<file path="src/rtl/pdm_tx.sv">
// pdm_tx: FIFO-buffered signed PCM to single-bit PDM transmitter (2nd-order sigma-delta).
// Define PDM_TX_DITHER_EN to add LFSR dither into the second integrator.
module pdm_tx #(
  parameter int CLK_DIV    = 10,
  parameter int OSR        = 64,
  parameter int DATA_W     = 16,
  parameter int FIFO_DEPTH = 4
) (
  input  logic              clk,
  input  logic              reset,
  input  logic              enable,
  input  logic [DATA_W-1:0] in_data,
  input  logic              in_valid,
  output logic              in_ready,
  output logic              pdmClk,
  output logic              pdmData,
  output logic              underrun
);

  localparam int HALF  = CLK_DIV / 2;
  localparam int ACC_W = DATA_W + 4;
  localparam int SUM_W = ACC_W + 2;
  localparam int DIV_W = $clog2(CLK_DIV);
  localparam int BIT_W = (OSR > 1) ? $clog2(OSR) : 1;
  localparam int PTR_W = (FIFO_DEPTH > 1) ? $clog2(FIFO_DEPTH) : 1;
  localparam int CNT_W = $clog2(FIFO_DEPTH + 1);

  localparam logic signed [ACC_W-1:0] ACC_MAX = {1'b0, {(ACC_W-1){1'b1}}};
  localparam logic signed [ACC_W-1:0] ACC_MIN = ~ACC_MAX;
  localparam logic signed [SUM_W-1:0] SUM_MAX = {{(SUM_W-ACC_W+1){1'b0}}, {(ACC_W-1){1'b1}}};
  localparam logic signed [SUM_W-1:0] SUM_MIN = ~SUM_MAX;
  localparam logic signed [SUM_W-1:0] FB_POS  = {{(SUM_W-DATA_W+1){1'b0}}, {(DATA_W-1){1'b1}}};
  localparam logic signed [SUM_W-1:0] FB_NEG  = ~FB_POS;

  function automatic logic signed [SUM_W-1:0] sx_acc(input logic signed [ACC_W-1:0] v);
    return $signed({{(SUM_W-ACC_W){v[ACC_W-1]}}, v});
  endfunction

  function automatic logic signed [SUM_W-1:0] sx_dat(input logic signed [DATA_W-1:0] v);
    return $signed({{(SUM_W-DATA_W){v[DATA_W-1]}}, v});
  endfunction

  function automatic logic signed [ACC_W-1:0] sat(input logic signed [SUM_W-1:0] v);
    if (v > SUM_MAX)      return ACC_MAX;
    else if (v < SUM_MIN) return ACC_MIN;
    else                  return v[ACC_W-1:0];
  endfunction

  // Sample FIFO
  logic [DATA_W-1:0] mem [FIFO_DEPTH];
  logic [PTR_W-1:0]  wr_ptr_reg, rd_ptr_reg;
  logic [CNT_W-1:0]  count_reg;
  logic              full, empty, push, pop;

  // Divider, bit counter and modulator state
  logic [DIV_W-1:0]         div_cnt_reg, div_next;
  logic [BIT_W-1:0]         bit_cnt_reg;
  logic signed [DATA_W-1:0] x_reg, x_eff;
  logic signed [ACC_W-1:0]  acc1_reg, acc2_reg, acc1_next, acc2_next;
  logic signed [SUM_W-1:0]  fb, dither;
  logic                     pdm_clk_reg, pdm_data_reg, underrun_reg;
  logic                     tick, boundary;

  assign full     = (count_reg == CNT_W'(FIFO_DEPTH));
  assign empty    = (count_reg == '0);
  assign in_ready = !full && !reset;
  assign push     = in_valid && in_ready;
  assign tick     = enable && (div_cnt_reg == DIV_W'(HALF));
  assign boundary = tick && (bit_cnt_reg == '0);
  assign pop      = boundary && !empty;
  assign div_next = (div_cnt_reg == DIV_W'(CLK_DIV-1)) ? '0 : div_cnt_reg + 1'b1;

  assign pdmClk   = pdm_clk_reg;
  assign pdmData  = pdm_data_reg;
  assign underrun = underrun_reg;

`ifdef PDM_TX_DITHER_EN
  logic [15:0] lfsr_reg;
  logic        lfsr_fb;
  assign lfsr_fb = lfsr_reg[15] ^ lfsr_reg[13] ^ lfsr_reg[12] ^ lfsr_reg[10];
  assign dither  = $signed({{(SUM_W-2){lfsr_reg[1]}}, lfsr_reg[1:0]});

  always_ff @(posedge clk) begin
    if (reset)
      lfsr_reg <= 16'hACE1;
    else if (tick)
      lfsr_reg <= {lfsr_reg[14:0], lfsr_fb};
  end
`else
  assign dither = '0;
`endif

  // The boundary tick already modulates the freshly popped sample.
  always_comb begin
    x_eff     = pop ? $signed(mem[rd_ptr_reg]) : x_reg;
    fb        = pdm_data_reg ? FB_POS : FB_NEG;
    acc1_next = sat(sx_acc(acc1_reg) + sx_dat(x_eff) - fb);
    acc2_next = sat(sx_acc(acc2_reg) + sx_acc(acc1_next) - fb + dither);
  end

  always_ff @(posedge clk) begin
    if (push)
      mem[wr_ptr_reg] <= in_data;
  end

  always_ff @(posedge clk) begin
    if (reset) begin
      wr_ptr_reg   <= '0;
      rd_ptr_reg   <= '0;
      count_reg    <= '0;
      div_cnt_reg  <= '0;
      bit_cnt_reg  <= '0;
      x_reg        <= '0;
      acc1_reg     <= '0;
      acc2_reg     <= '0;
      pdm_clk_reg  <= 1'b0;
      pdm_data_reg <= 1'b0;
      underrun_reg <= 1'b0;
    end else begin
      if (push)
        wr_ptr_reg <= wr_ptr_reg + 1'b1;
      if (pop)
        rd_ptr_reg <= rd_ptr_reg + 1'b1;
      case ({push, pop})
        2'b10:   count_reg <= count_reg + 1'b1;
        2'b01:   count_reg <= count_reg - 1'b1;
        default: count_reg <= count_reg;
      endcase

      underrun_reg <= boundary && empty;

      if (!enable) begin
        div_cnt_reg  <= '0;
        bit_cnt_reg  <= '0;
        x_reg        <= '0;
        acc1_reg     <= '0;
        acc2_reg     <= '0;
        pdm_clk_reg  <= 1'b0;
        pdm_data_reg <= 1'b0;
      end else begin
        div_cnt_reg <= div_next;
        pdm_clk_reg <= (div_next < DIV_W'(HALF));
        if (tick) begin
          bit_cnt_reg  <= (bit_cnt_reg == BIT_W'(OSR-1)) ? '0 : bit_cnt_reg + 1'b1;
          x_reg        <= x_eff;
          acc1_reg     <= acc1_next;
          acc2_reg     <= acc2_next;
          pdm_data_reg <= !acc2_next[ACC_W-1];
        end
      end
    end
  end

endmodule

</file>
<file path="config.mk">
export PLATFORM = sky130hd
export DESIGN_NAME = pdm_tx
export DESIGN_NICKNAME = d
export VERILOG_FILES = /design/src/rtl/pdm_tx.sv
export SDC_FILE = /design/constraint.sdc
export NUM_CORES = 1
export LEC_CHECK = 0
export CORE_MARGIN = 5
export CORE_UTILIZATION = 42
export CTS_BUF_LIST = sky130_fd_sc_hd__clkbuf_8
export CTS_CLUSTER_DIAMETER = 100
export DETAILED_ROUTE_END_ITERATION = 7
export HOLD_SLACK_MARGIN = 0.06
export SLEW_MARGIN = 25
export SYNTH_ARGS = -nofsm -noshare
export SYNTH_HDL_FRONTEND = slang
export SYNTH_SLANG_ARGS = --single-unit
</file>
<file path="constraint.sdc">
create_clock -name clk -period 27.9 [get_ports clk]
set_input_delay 8.37 -clock clk [delete_from_list [all_inputs] [get_ports clk]]
set_output_delay 8.37 -clock clk [all_outputs]
set_load 0.01 [all_outputs]
</file>
After elaboration in Yosys (flattened, before gate mapping):

Memories as Yosys holds them, arrays and structs flattened. A register that Yosys moved wholly into a read port is not among the register bits.
Index checks and enable logic that the tools add are counted.

* memories: 1
* bits in registers: 76
* bits in writable memories: 64
* word-level logic and storage cells: 61
* output and inout bits: 4

Memories
* mem: depth 4, width 16, read ports 1, clocked after memory_dff 1, wr ports 1, line 50 `logic [DATA_W-1:0] mem [FIFO_DEPTH];`

* mux-type cells: 13
* order comparisons: 5
* reduce and logical (&&, ||, !) cells: 14
* bitwise logic cells: 1
* equality and inequality tests: 6
* add/sub/neg operators: 10

Operator list (number)
* $mux W20: 4
* $gt A22 B20 Y1 const B: 2
* $lt A22 B20 Y1 const B: 2
* $sub A21 B22 Y22: 2
* $mux W22: 1
* $add A20 B16 Y21: 1
* $add A20 B20 Y21: 1
* $mux W16: 1
* $add A6 B1 Y6 const B: 1
* $eq A6 B6 Y1 const B: 1
* $logic_and A1 B1 Y1: 6
* $logic_not A6 Y1: 1
* $mux W6: 1
* $pmux W3 S2: 1
* $add A2 B1 Y2 const B: 2
* $add A4 B1 Y4 const B: 1
* $eq A4 B3 Y1 const B: 1
* $eq A4 B4 Y1 const B: 1
* $logic_not A1 Y1: 4
* $lt A4 B3 Y1 const B: 1
* $mux W2: 2
* $mux W4: 1
* $add A3 B1 Y3 const B: 1
* $eq A3 B3 Y1 const B: 1
* 8 further kinds: 9

Logic depth before layout (Yosys ltp):

* depth after elaboration: 16
* gate-level depth with buffers: 35
* mapped depth without buffers: 29

Worst setup path before layout:

No wires, ideal clock.

* path type: input to output
* start point: in reset
* end point: out in_ready
* path slack: 10.613 ns
* arrival: 8.917 ns
* stages: 2
* buffers on the path: 1
* path through: clkbuf_1 -> a31oi_1

* longest elaborated chain between the ends: 2

RTL lines
* from (decl): line 10 `input logic reset,`
* $logic_not A1 Y1: line 66 `assign in_ready = !full && !reset;`
* $logic_and A1 B1 Y1: line 66
* to (decl): line 14 `output logic in_ready,`

No other way between the ends.

Final worst setup path:

Same ends and word-level chain as after synthesis.

==> flow_summary.toml <==
[global_routing]
grt_pass1_wl_mm = 32.59
grtUsageTotal_pct = 16.34
antenna_found_initial = 0
grt_pass1_vias = 6564
grtUsageMet2_pct = 26.37
gr-usage-met3_pct = 2.585
overflow = 0
use_met1_pct = 22.55
grt_start_max_net_pins = 54
grt_busiest_layer = "met2"

[run]
max_cap_viol_count = 0

[clock_network]
cts_made_buffers = 17
clock-root-buffer = "clkbuf_8"
clockBufferDepth = 2
clock_latency_ns = 0.46
clkSlewWorstSetupHoldPaths_ns = 0.10
cts_hold_buf = 0
cts.sinks = 142
cts_resized = 0
cts_tree = "yes"
htreeDepth = 4
cts_setup_buffers = 0

[synthesis]
synth.distinct_cells = 80
synth-async-reset-ratio_pct = 0
syn_avg_cell_area_um2 = 10.27
synth.largest_area_cell = "edfxtp_1"
yosys_warnings = 0
synth_seq_cells = 142
synth_top_family_by_area = "compound AO/OA/AOI/OAI gates"
synth_nets = 996
synthSimpleGateAreaFrac_pct = 10.54
synth_most_common_cell = "inv_1"
synth-edff-count = 64
netlist_area_um2 = 9082
synth_top_area_share_pct = 21.16
ys_top_cells_by_count = "inv_1, dfxtp_1, edfxtp_1"
synth_mux_area_share_pct = 6.185
syn_inst = 884
synth_xor_area_share_pct = 4.147
yosys-top-cells-area = "edfxtp_1, dfxtp_1, fa_1"
synth_compound_area_share_pct = 19.07
yosysSeqAreaShare_pct = 38.35
synth-adder-area-share_pct = 16.06
ys.flop_type = "dfxtp_1"

[sta]
period_share_pct = 66.11
rsz0062_at_grt = "no"
finalSetupTns_ns = 0
max_slew_margin_pct = 37.21
max_freq_mhz = 54.22
finalWorstPathRequiredPeriod_ns = 18.44
whs_ns = 0.4786
finalSetupViolCount = 0
skew_ns = 0.01622
tightest_slew_ns = 0.9388
maxSlewViolCount = 0
hold_viol = 0

[floorplan]
die_area_um2 = 24670
dieWidth_um = 157.1
boundaryPins = 24
core_region_area_um2 = 21150
initial_core_util_pct = 42.93
row_count = 53
die_height_um = 157.1

[cells_and_area]
largest_register_ffs = 64
drive_above_1_share_pct = 11.53
synthToLayoutAreaGrowth_pct = 9.505
fin_nets = 1010
diodes = 0

[setup_path]
cp_slowest_stage_delay_ns = 0.63
start_kind = "input port"
crit_arrival_ns = 10.07
crit_path_frequent_cell = "clkdlybuf4s50_1"
path_buf_inv = 2
critPathKind = "input port to output pin"
cp_max_fo = 12
cp-end-kind = "output pin"
cp_data_required_time_ns = 19.53
cpLargestDelayFamily = "buffers and inverters"
slowest_stage = "clkdlybuf4s50_1"
cp_cell_sequence = "clkdlybuf4s50_1, a31oi_1, clkdlybuf4s50_1"

[placement]
place_hpwl_mm = 13.29
gp_congestion = 0.8270
io_buffers = 23

[detailed_routing]
wl_per_cell_um = 15.84
first_pass_iters = 5
ant_nets = 0
vias = 6452
viasPerCell = 5.440
drc = 0
drt_iter0_drc = 316
routed_wl_mm = 18.79

[power_and_ir_drop]
power_leakage_uw = 0.003834
peakVddDrop_uv = 30.56
power_density_nw_per_um2 = 40.91

[outcome]
outcome = "completed"

[min_path]
holdCritPathClass = "flip-flop to flip-flop"
## placed cells by master (no fill, tap or decap), types with 8 or more instances in the layout
cell type	n
inv_1	89
dfxtp_1	77
edfxtp_1	64
a21oi_1	61
o21ai_0	58
nand2_1	56
nor2_1	51
ha_1	51
fa_1	41
a31oi_1	32
xnor2_1	24
clkdlybuf4s50_1	23
xor2_1	19
and2_1	17
clkbuf_8	17
a21o_1	16
mux4_2	16
mux2_2	15
o21ai_1	14
nand3_1	12
and3_1	9
a211oi_1	9
a21oi_2	9
buf_4	8
## area by class of cell
| cell class | count | area (µm²) |
|---|---|---|
| clock buffers | 17 | 234.0 |
| multi-input cells | 617 | 5094 |
| clock inverters | 15 | 165.2 |
| well taps | 275 | 344.1 |
| flip-flops and latches | 142 | 3485 |
| repair buffers | 31 | 290.3 |
| fillers | 1998 | 11210 |
| inverters | 89 | 334.1 |
## metrics by stage
| step | cell area (µm²) | total power [µW] | worst slack [ns] | instances | util (%) |
|---|---|---|---|---|---|
| floorplan | 9082 | 238.4 | 10.61 | 884 | - |
| global placement | 9547 | 246.3 | 9.468 | 1154 | 45.13 |
| detailed placement | 9547 | 246.5 | 9.444 | 1154 | 45.13 |
| CTS | 9946 | 412.0 | 9.434 | 1186 | 47.02 |
| global route | 9946 | 423.0 | 9.289 | 1186 | 47.02 |
| finish | 9946 | 406.8 | 9.456 | 1186 | 47.02 |
## power by group
part / internal [µW] / switching [µW] / total [µW] / leakage (µW)
Combinational: 8.76 / 11.2 / 20.0 / 0.00242
Sequential: 220 / 1.07 / 221 / 0.00121
Clock: 67.9 / 97.6 / 165 / 0.000200
## worst register-to-register path: cells and delay by family, from the launching register on
family          cells  cell delay [ns]
buf+inv             4             0.85
fa+ha+maj           4             1.83
mux                 1             0.41
compound gates     10             3.11
simple gates        9             2.36
flops               1             0.41
## cell families after synthesis
family | Yosys count
AND/OR/NAND/NOR | 192
buffers and inverters | 125
flip-flops | 142
multiplexers | 33
AO/OA/AOI/OAI | 257
adder cells (fa/ha/maj) | 92
XOR/XNOR | 43
## worst paths after layout
| path | startpoint | slack, ns | endpoint | depth (start not counted) |
|---|---|---|---|---|
| worst max-delay path | reset | 9.46 | in_ready | 3 |
| worst min-delay path | acc1_reg[19] | 0.48 | acc1_reg[19] | 2 |
| worst max register to register | div_cnt_reg[0] | 18.80 | acc2_reg[2] | 28 |
| worst min register to register | acc1_reg[19] | 0.48 | acc1_reg[19] | 2 |
## layer usage
metal	up-vias	wire length (µm)
met5	-	0
met4	0	395
met3	28	453
met2	92	8796
met1	3114	9143
li1	3218	-
Note: power is estimated with default switching activity, not from simulation.
